`src/rtl/u_pkg.sv`:
```
// Shared constants and helpers for the unary multiplier test block.
package u_pkg;

    localparam int unsigned WIDTH = 7;
    localparam int unsigned A_DEFAULT = 96;
    localparam int unsigned B_DEFAULT = 64;

    // Reverse all WIDTH bits of a counter value (low-discrepancy sequence index).
    function automatic logic [WIDTH-1:0] bitrev(input logic [WIDTH-1:0] v);
        logic [WIDTH-1:0] r;
        r = '0;
        for (int i = 0; i < int'(WIDTH); i++) begin
            r[i] = v[int'(WIDTH) - 1 - i];
        end
        return r;
    endfunction

endpackage

```
`src/rtl/u_sng.sv`:
```
// Stochastic number generator: compares the shared counter (optionally
// bit-reversed) against a constant, giving VALUE ones per 2^WIDTH cycles.
module u_sng #(
    parameter int unsigned WIDTH   = u_pkg::WIDTH,
    parameter int unsigned VALUE   = 0,
    parameter bit          REVERSE = 1'b0
) (
    input  logic [WIDTH-1:0] cnt,
    output logic             bit_c
);

    logic [WIDTH-1:0] key;

    if (VALUE > (64'd1 << WIDTH)) begin : g_range_err
        $error("u_sng: VALUE %0d exceeds 2^%0d", VALUE, WIDTH);
    end

    if (!REVERSE) begin : g_direct
        assign key = cnt;
    end else if (WIDTH == u_pkg::WIDTH) begin : g_rev_pkg
        assign key = u_pkg::bitrev(cnt);
    end else begin : g_rev_gen
        always_comb begin
            key = '0;
            for (int i = 0; i < int'(WIDTH); i++) begin
                key[i] = cnt[int'(WIDTH) - 1 - i];
            end
        end
    end

    // Compare one bit wider so VALUE = 2^WIDTH yields a constant 1.
    assign bit_c = ({1'b0, key} < (WIDTH+1)'(VALUE));

endmodule

```
`src/rtl/u_test_circuit.sv`:
```
// Unary multiplier test block: two SNGs on a shared free-running counter,
// ANDed into a registered product bitstream.
module u_test_circuit #(
    parameter int unsigned WIDTH = u_pkg::WIDTH,
    parameter int unsigned A_VAL = u_pkg::A_DEFAULT,
    parameter int unsigned B_VAL = u_pkg::B_DEFAULT
) (
    input  logic clock,
    input  logic reset,
    output logic io_out
);

    logic [WIDTH-1:0] cnt;
    logic             a_c;
    logic             b_c;

    // Shared period counter; wraps naturally at 2^WIDTH.
    always_ff @(posedge clock or posedge reset) begin
        if (reset) begin
            cnt <= '0;
        end else begin
            cnt <= cnt + WIDTH'(1);
        end
    end

    u_sng #(
        .WIDTH  (WIDTH),
        .VALUE  (A_VAL),
        .REVERSE(1'b0)
    ) u_sng_a (
        .cnt  (cnt),
        .bit_c(a_c)
    );

    u_sng #(
        .WIDTH  (WIDTH),
        .VALUE  (B_VAL),
        .REVERSE(1'b1)
    ) u_sng_b (
        .cnt  (cnt),
        .bit_c(b_c)
    );

    always_ff @(posedge clock or posedge reset) begin
        if (reset) begin
            io_out <= 1'b0;
        end else begin
            io_out <= a_c & b_c;
        end
    end

endmodule

```
`config.mk`:
```
export PLATFORM = sky130hd
export DESIGN_NAME = u_test_circuit
export DESIGN_NICKNAME = d
export VERILOG_FILES = /design/src/rtl/u_pkg.sv /design/src/rtl/u_sng.sv /design/src/rtl/u_test_circuit.sv
export SDC_FILE = /design/constraint.sdc
export NUM_CORES = 1
export LEC_CHECK = 0
export CAP_MARGIN = 20
export CORE_AREA = 2 2 39 41
export DETAILED_ROUTE_END_ITERATION = 8
export DIE_AREA = 0 0 41 43
export PLACE_DENSITY = 0.51
export SKIP_LAST_GASP = 1
export SLEW_MARGIN = 20
export SYNTH_ARGS = -nofsm -noshare
export SYNTH_HDL_FRONTEND = slang
export SYNTH_HIERARCHICAL = 1
export SYNTH_SLANG_ARGS = --single-unit
```
`constraint.sdc`:
```
create_clock -name clock -period 1.6 [get_ports clock]
set_clock_uncertainty 0.1 [all_clocks]
set_input_delay 0.32 -clock clock [delete_from_list [all_inputs] [get_ports clock]]
set_output_delay 0.32 -clock clock [all_outputs]
set_load 0.02 [all_outputs]
```
==> flow_summary_export.csv, run 1 <==
group,metric,value,unit
run_status,status,"completed",
placement,io_buffers,2,
drt,drt_wl_total,430,µm
grt,grt-ovfl-total,0,
setup_path,crit_arrival,1.29,ns
logic_synthesis,synthTopCellsByArea,"dfrtp_1, xnor2_1, xor2_1, ha_1, and3_4",
logic_synthesis,seq_area_frac_synth,63.5,%
sta,setup_viol,0,
logic_synthesis,synth_flop_cell,"dfrtp_1",
drt,first_pass_iters,2,
grt,grt_pass1_vias,173,
drt,drc,0,
sta,finalCriticalPeriod,1.25,ns
sta,hold_violations,0,
cells_and_area,areaGrowthSynthToFinish,20.6,%
logic_synthesis,synth.most_common_cell,"dfrtp_1",
floorplanning,coreArea,1380,µm²
sta,worstMarginPinSlew,0.293,ns
sta,finalSetupTns,0,ns
grt,grt_first_pass_wirelength,772,µm
logic_synthesis,ys_types,11,
logic_synthesis,avgSynthCellArea,13.1,µm²
sta,fin_ws,0.353,ns
logic_synthesis,synth_common_cells,"dfrtp_1, inv_1, xnor2_1",
drt,num_vias,168,
logic_synthesis,syn-num-nets,27,
drt,final_antenna_net_count,0,
sta,report.final.slew_viol_count,0,
logic_synthesis,ys_warn_count,6,
floorplanning,ios,3,
sta,fin_hold_ws,0.200,ns
drt,drt_iter0_markers,2,
grt,grt_start_max_net_pins,9,
setup_path,cp_data_required_time,1.64,ns
clock_network,cts_buffer_depth,2,
sta,period_share,78.0,%
setup_path,critPathKind,"flip-flop to flip-flop",
clock_network,clock-root-buffer,"clkbuf_4",
placement,dp_hpwl,312,µm
clock_network,cts_tree,"yes",
grt,antenna_found_initial,0,
grt,track_usage,7.51,%
setup_path,crit_fanout,5,
power,vdd_drop_max,0.000307,V
setup_path,critPathLaunchType,"flip-flop",
drt,post_drt_wl_per_cell,9.56,µm
floorplanning,fp.dieH,43,µm
cells_and_area,diodes,0,
logic_synthesis,synth_top_cell_area_share,63.5,%
logic_synthesis,synth_edf_count,0,
floorplanning,rows,14,
power,p_leak,0.180,nW
sta,max_freq,802,MHz
floorplanning,die_area,1760,µm²
sta,relSlewSlack,80.5,%
clock_network,clkSlewWorstSetupHoldPaths,0.06,ns
power,power_density,965,nW/µm²
placement,gp_routability_congestion,0.698,
floorplanning,start_util,22.8,%
logic_synthesis,ys_seq_elements,8,
logic_synthesis,ys_async_sr_fraction,100,%
logic_synthesis,syn-cell-area,315,µm²
setup_path,crit_path_end_kind,"flip-flop",
floorplanning,die_x,41,µm
clock_network,clkSinkCount,8,
run,cap_violations,0,
clock_network,cts_inserted_buffers,3,
cells_and_area,nets,34,
logic_synthesis,synthCells,24,
drt,vias_per_cell,3.73,
clock_network,h-tree-depth,1,
logic_synthesis,synth_area_leader_cell,"dfrtp_1",
cells_and_area,fin_util,27.5,%
clock_network,clk_latency,0.26,ns
worst_hold_path,hp-class,"input port to asynchronous set/reset pin",
sta,grt_setup_unrepaired,"false",
placement,dp_slack,0.286,ns
cells_and_area,drive_gt1_share,17.2,%
power breakdown:
part,total (W),switching (W),internal [W]
clock network,0.000158,0.0000722,0.0000861
registers,0.000202,0,0.000202
logic,0.00000614,0.00000386,0.00000228
total,0.000367,0.0000761,0.000291
stage by stage:
stage / area, µm² / power, W / instances
after floorplan: 315 / 0.000209 / 24
after global placement: 355 / 0.000212 / 42
after detailed placement: 355 / 0.000213 / 42
after CTS: 378 / 0.000371 / 45
after global routing: 380 / 0.000381 / 45
final: 380 / 0.000367 / 45
final cells by class:
type / instances / area [µm²]
inverter: 3 / 11.3
clock buffer: 3 / 22.5
fill: 138 / 1000
timing repair buffer: 2 / 22.5
multi-input combinational: 13 / 104
sequential: 8 / 200
tap: 16 / 20.0
per-layer routing:
| layer | wire (µm) | GRT usage [%] | share of wire (%) |
|---|---|---|---|
| met1 | 201 | 8.97 | 47 |
| met2 | 181 | 7.19 | 42 |
| met3 | 26 | 4.71 | 6.0 |
| met4 | 21 | 10.0 | 4.9 |
| met5 | 0 | 0 | 0 |
repair_timing:
item / in CTS / in global routing
setup endpoints to repair: 0 / 1
hold endpoints to repair: 0 / 0
hold buffers: 0 / 0
resized for setup: 0 / 1
setup buffers: 0 / 0
critical path, stage by stage, from the launching register on:
cell     delay [ns]
dfrtp_1        0.40
ha_1           0.21
and3_4         0.21
nand3_2        0.08
xnor2_1        0.13
sequential cells by signal, indices dropped and copies added, names as in the netlist:
register	flops
cnt	7
io_out	1
cell families (layout without fill, tap and decap cells):
kind of cell	Yosys count	after routing	share of synthesized area, %
buf+inv	3	8	3.57
fa+ha+maj	1	1	3.97
flops	8	8	63.5
xor+xnor	5	5	13.9
simple gates	7	7	15.1
path summary, 6_finish.rpt:
kind,start,endpoint,slack [ns],depth (start not counted)
worst max register to register,cnt[0]$_DFF_PP0_,cnt[6]$_DFF_PP0_,0.35,4
min in group clock,cnt[0]$_DFF_PP0_,cnt[0]$_DFF_PP0_,0.39,1
worst min-delay path,reset,io_out$_DFF_PP0_,0.20,2
max in group asynchronous,reset,cnt[4]$_DFF_PP0_,0.97,2
worst min register to register,cnt[0]$_DFF_PP0_,cnt[0]$_DFF_PP0_,0.39,1
worst max-delay path,cnt[0]$_DFF_PP0_,cnt[6]$_DFF_PP0_,0.35,4
cell usage in the layout (no fill, tap or decap), types with 2 or more instances in the layout:
cell type	count
dfrtp_1	8
xnor2_1	3
inv_1	3
xor2_1	2
nand3_1	2
clkbuf_4	3
Note: power is estimated with default switching activity, not from simulation.
==> inputs of run 2 (changes only) <==
Clock period 1.6 ns to 1.15 ns, I/O delays scaled along.
==> run 2 against run 1 <==
  * Core utilization grew 1.1 points
  * First-iteration DRC count decreased by 50%
  * Critical path depth stayed put
  * Sequential cell count did not move
  * Register-to-register slack worse by 0.34 ns
  * Final cell count is 6.7% higher
  * Global-route usage up 0.69 points
  * Clock power up 35%
  * Worst setup slack worse by 0.34 ns
  * Non-clock buffer count up 3
  * Critical endpoint unchanged
  * Largest power group unchanged
==> flow_summary_export.csv, run 2 (same netlist as run 1, synthesis figures left out) <==
group,metric,value,unit
run_status,status,"completed",
sta,setup_viol,0,
clock_network,cts_hold_buffers,0,
worst_hold_path,hp-class,"input port to asynchronous set/reset pin",
drt,vias_per_cell,3.69,
clock_network,clock-root-buffer,"clkbuf_4",
setup_path,critical-path-max-stage-delay,0.35,ns
sta,grt_setup_unrepaired,"true",
floorplanning,coreArea,1380,µm²
power,seqPwrFrac,55.9,%
clock_network,clkSlewWorstSetupHoldPaths,0.05,ns
cells_and_area,layout_common_cells,"dfrtp_1, inv_1, xnor2_1, clkbuf_4, buf_4",
clock_network,post_cts_buffers,0,
cells_and_area,fillers,141,
sta,relSlewSlack,80.3,%
sta,period_share,98.7,%
setup_path,crit_arrival,1.17,ns
sta,fin_hold_ws,0.119,ns
power,net-switching-power,0.0000994,W
setup_path,cp_data_required_time,1.19,ns
placement,io_buffers,2,
clock_network,cts_buffer_depth,2,
cells_and_area,largestRegisters,"cnt (7), io_out (1)",
run,cap_violations,0,
power,p_clk_share,42.4,%
placement,dp_slack,-0.0769,ns
power,switching_share,19.7,%
floorplanning,fp.dieH,43,µm
grt,antenna_found_initial,0,
power,combPwrFrac,1.7,%
drt,post_drt_wl_per_cell,9.33,µm
sta,fin_ws,0.0152,ns
sta,report.final.slew_viol_count,0,
grt,grt_start_max_net_pins,9,
cells_and_area,drive_gt1_share,28.1,%
cells_and_area,nets,37,
sta,finalCriticalPeriod,1.13,ns
placement,dp_hpwl,344,µm
setup_path,crit_path_end_kind,"flip-flop",
clock_network,clk_latency,0.25,ns
power,p_leak,0.194,nW
floorplanning,ios,3,
grt,grt-ovfl-total,0,
clock_network,clkSinkCount,8,
power,power.total,0.000504,W
clock_network,cts_inserted_buffers,3,
cells_and_area,final_cells,48,
setup_path,critPathKind,"flip-flop to flip-flop",
drt,num_vias,177,
power,vdd_drop_max,0.000441,V
cells_and_area,largest-register,"cnt",
grt,grt_pass1_vias,201,
drt,drc,0,
floorplanning,die_area,1760,µm²
sta,worstMarginPinSlew,0.295,ns
clock_network,h-tree-depth,1,
setup_path,crit_fanout,2,
setup_path,path_cells,"ha_1, and3_4, nand3_2, xnor2_1",
setup_path,cp_slowest_cell,"dfrtp_1",
drt,drt_iter0_markers,1,
placement,gp_routability_congestion,0.760,
placement,dp.cells,45,
floorplanning,rows,14,
sta,max_freq,881,MHz
setup_path,critPathLaunchType,"flip-flop",
cells_and_area,areaGrowthSynthToFinish,25.4,%
drt,drt_wl_total,448,µm
cells_and_area,diodes,0,
sta,hold_violations,0,
sta,finalSetupTns,0,ns
cells_and_area,layout_commonest_cell,"dfrtp_1",
floorplanning,die_x,41,µm
drt,first_pass_iters,3,
power,p_int,0.000404,W
cells_and_area,largest_reg_flops,7,
clock_network,post_cts_resized,4,
drt,final_antenna_net_count,0,
floorplanning,start_util,22.8,%
clock_network,cts_tree,"yes",
grt,grt_first_pass_wirelength,848,µm
power,power_density,1270,nW/µm²
grt,track_usage,8.20,%
## run 2: final cells by class
type                            count  area, µm²  area share, %
Inverter                            3       11.3           2.85
Clock buffer                        3       22.5           5.70
Sequential cell                     8        200           50.6
Tap cell                           16       20.0           5.06
Multi-Input combinational cell     13        104           26.3
Timing Repair Buffer                5       37.5           9.49
## run 2: power groups by stage
stage	clock, W	sequential [W]	combinational [W]
2_1_floorplan	0	0.000287	0.00000439
3_3_place_gp	0	0.000287	0.00000865
3_5_place_dp	0	0.000287	0.00000927
4_1_cts	0.000224	0.000282	0.00000927
5_1_grt	0.000239	0.000281	0.0000104
6_report	0.000213	0.000282	0.00000858
## run 2: final timing paths
| kind | from | end | slack (ns) | cells after the start |
|---|---|---|---|---|
| worst max-delay path | cnt[1]$_DFF_PP0_ | cnt[6]$_DFF_PP0_ | 0.02 | 4 |
| worst min-delay path | reset | cnt[1]$_DFF_PP0_ | 0.12 | 2 |
| worst max register to register | cnt[1]$_DFF_PP0_ | cnt[6]$_DFF_PP0_ | 0.02 | 4 |
| worst min register to register | cnt[6]$_DFF_PP0_ | cnt[6]$_DFF_PP0_ | 0.37 | 1 |
| max in group asynchronous | reset | cnt[5]$_DFF_PP0_ | 0.60 | 2 |
| min in group clock | cnt[6]$_DFF_PP0_ | cnt[6]$_DFF_PP0_ | 0.37 | 1 |
## run 2: metal layers
layer  vias to the layer above  share of wire (%)  wire (µm)  global-route usage (%)
met4                         0                1.3          6                    10.0
met1                        80                 47        210                    10.6
met2                         2                 48        214                    8.75
met5                         -                  0          0                       0
met3                         2                4.0         18                    3.14
li1                         93                  -          -                       -
## run 2: stage by stage
stage	util, %	area [µm²]
2_1_floorplan	-	315
3_5_place_dp	27.3	378
5_1_grt	28.6	395
3_3_place_gp	27.3	378
6_report	28.6	395
4_1_cts	28.6	395
## run 2: worst max-delay path: cells and delay by family (launching register included)
kind                     cells  cell delay, ns
flip-flops                   1            0.35
XOR/XNOR                     1            0.12
adder cells (fa/ha/maj)      1            0.18
AND/OR/NAND/NOR              2            0.28
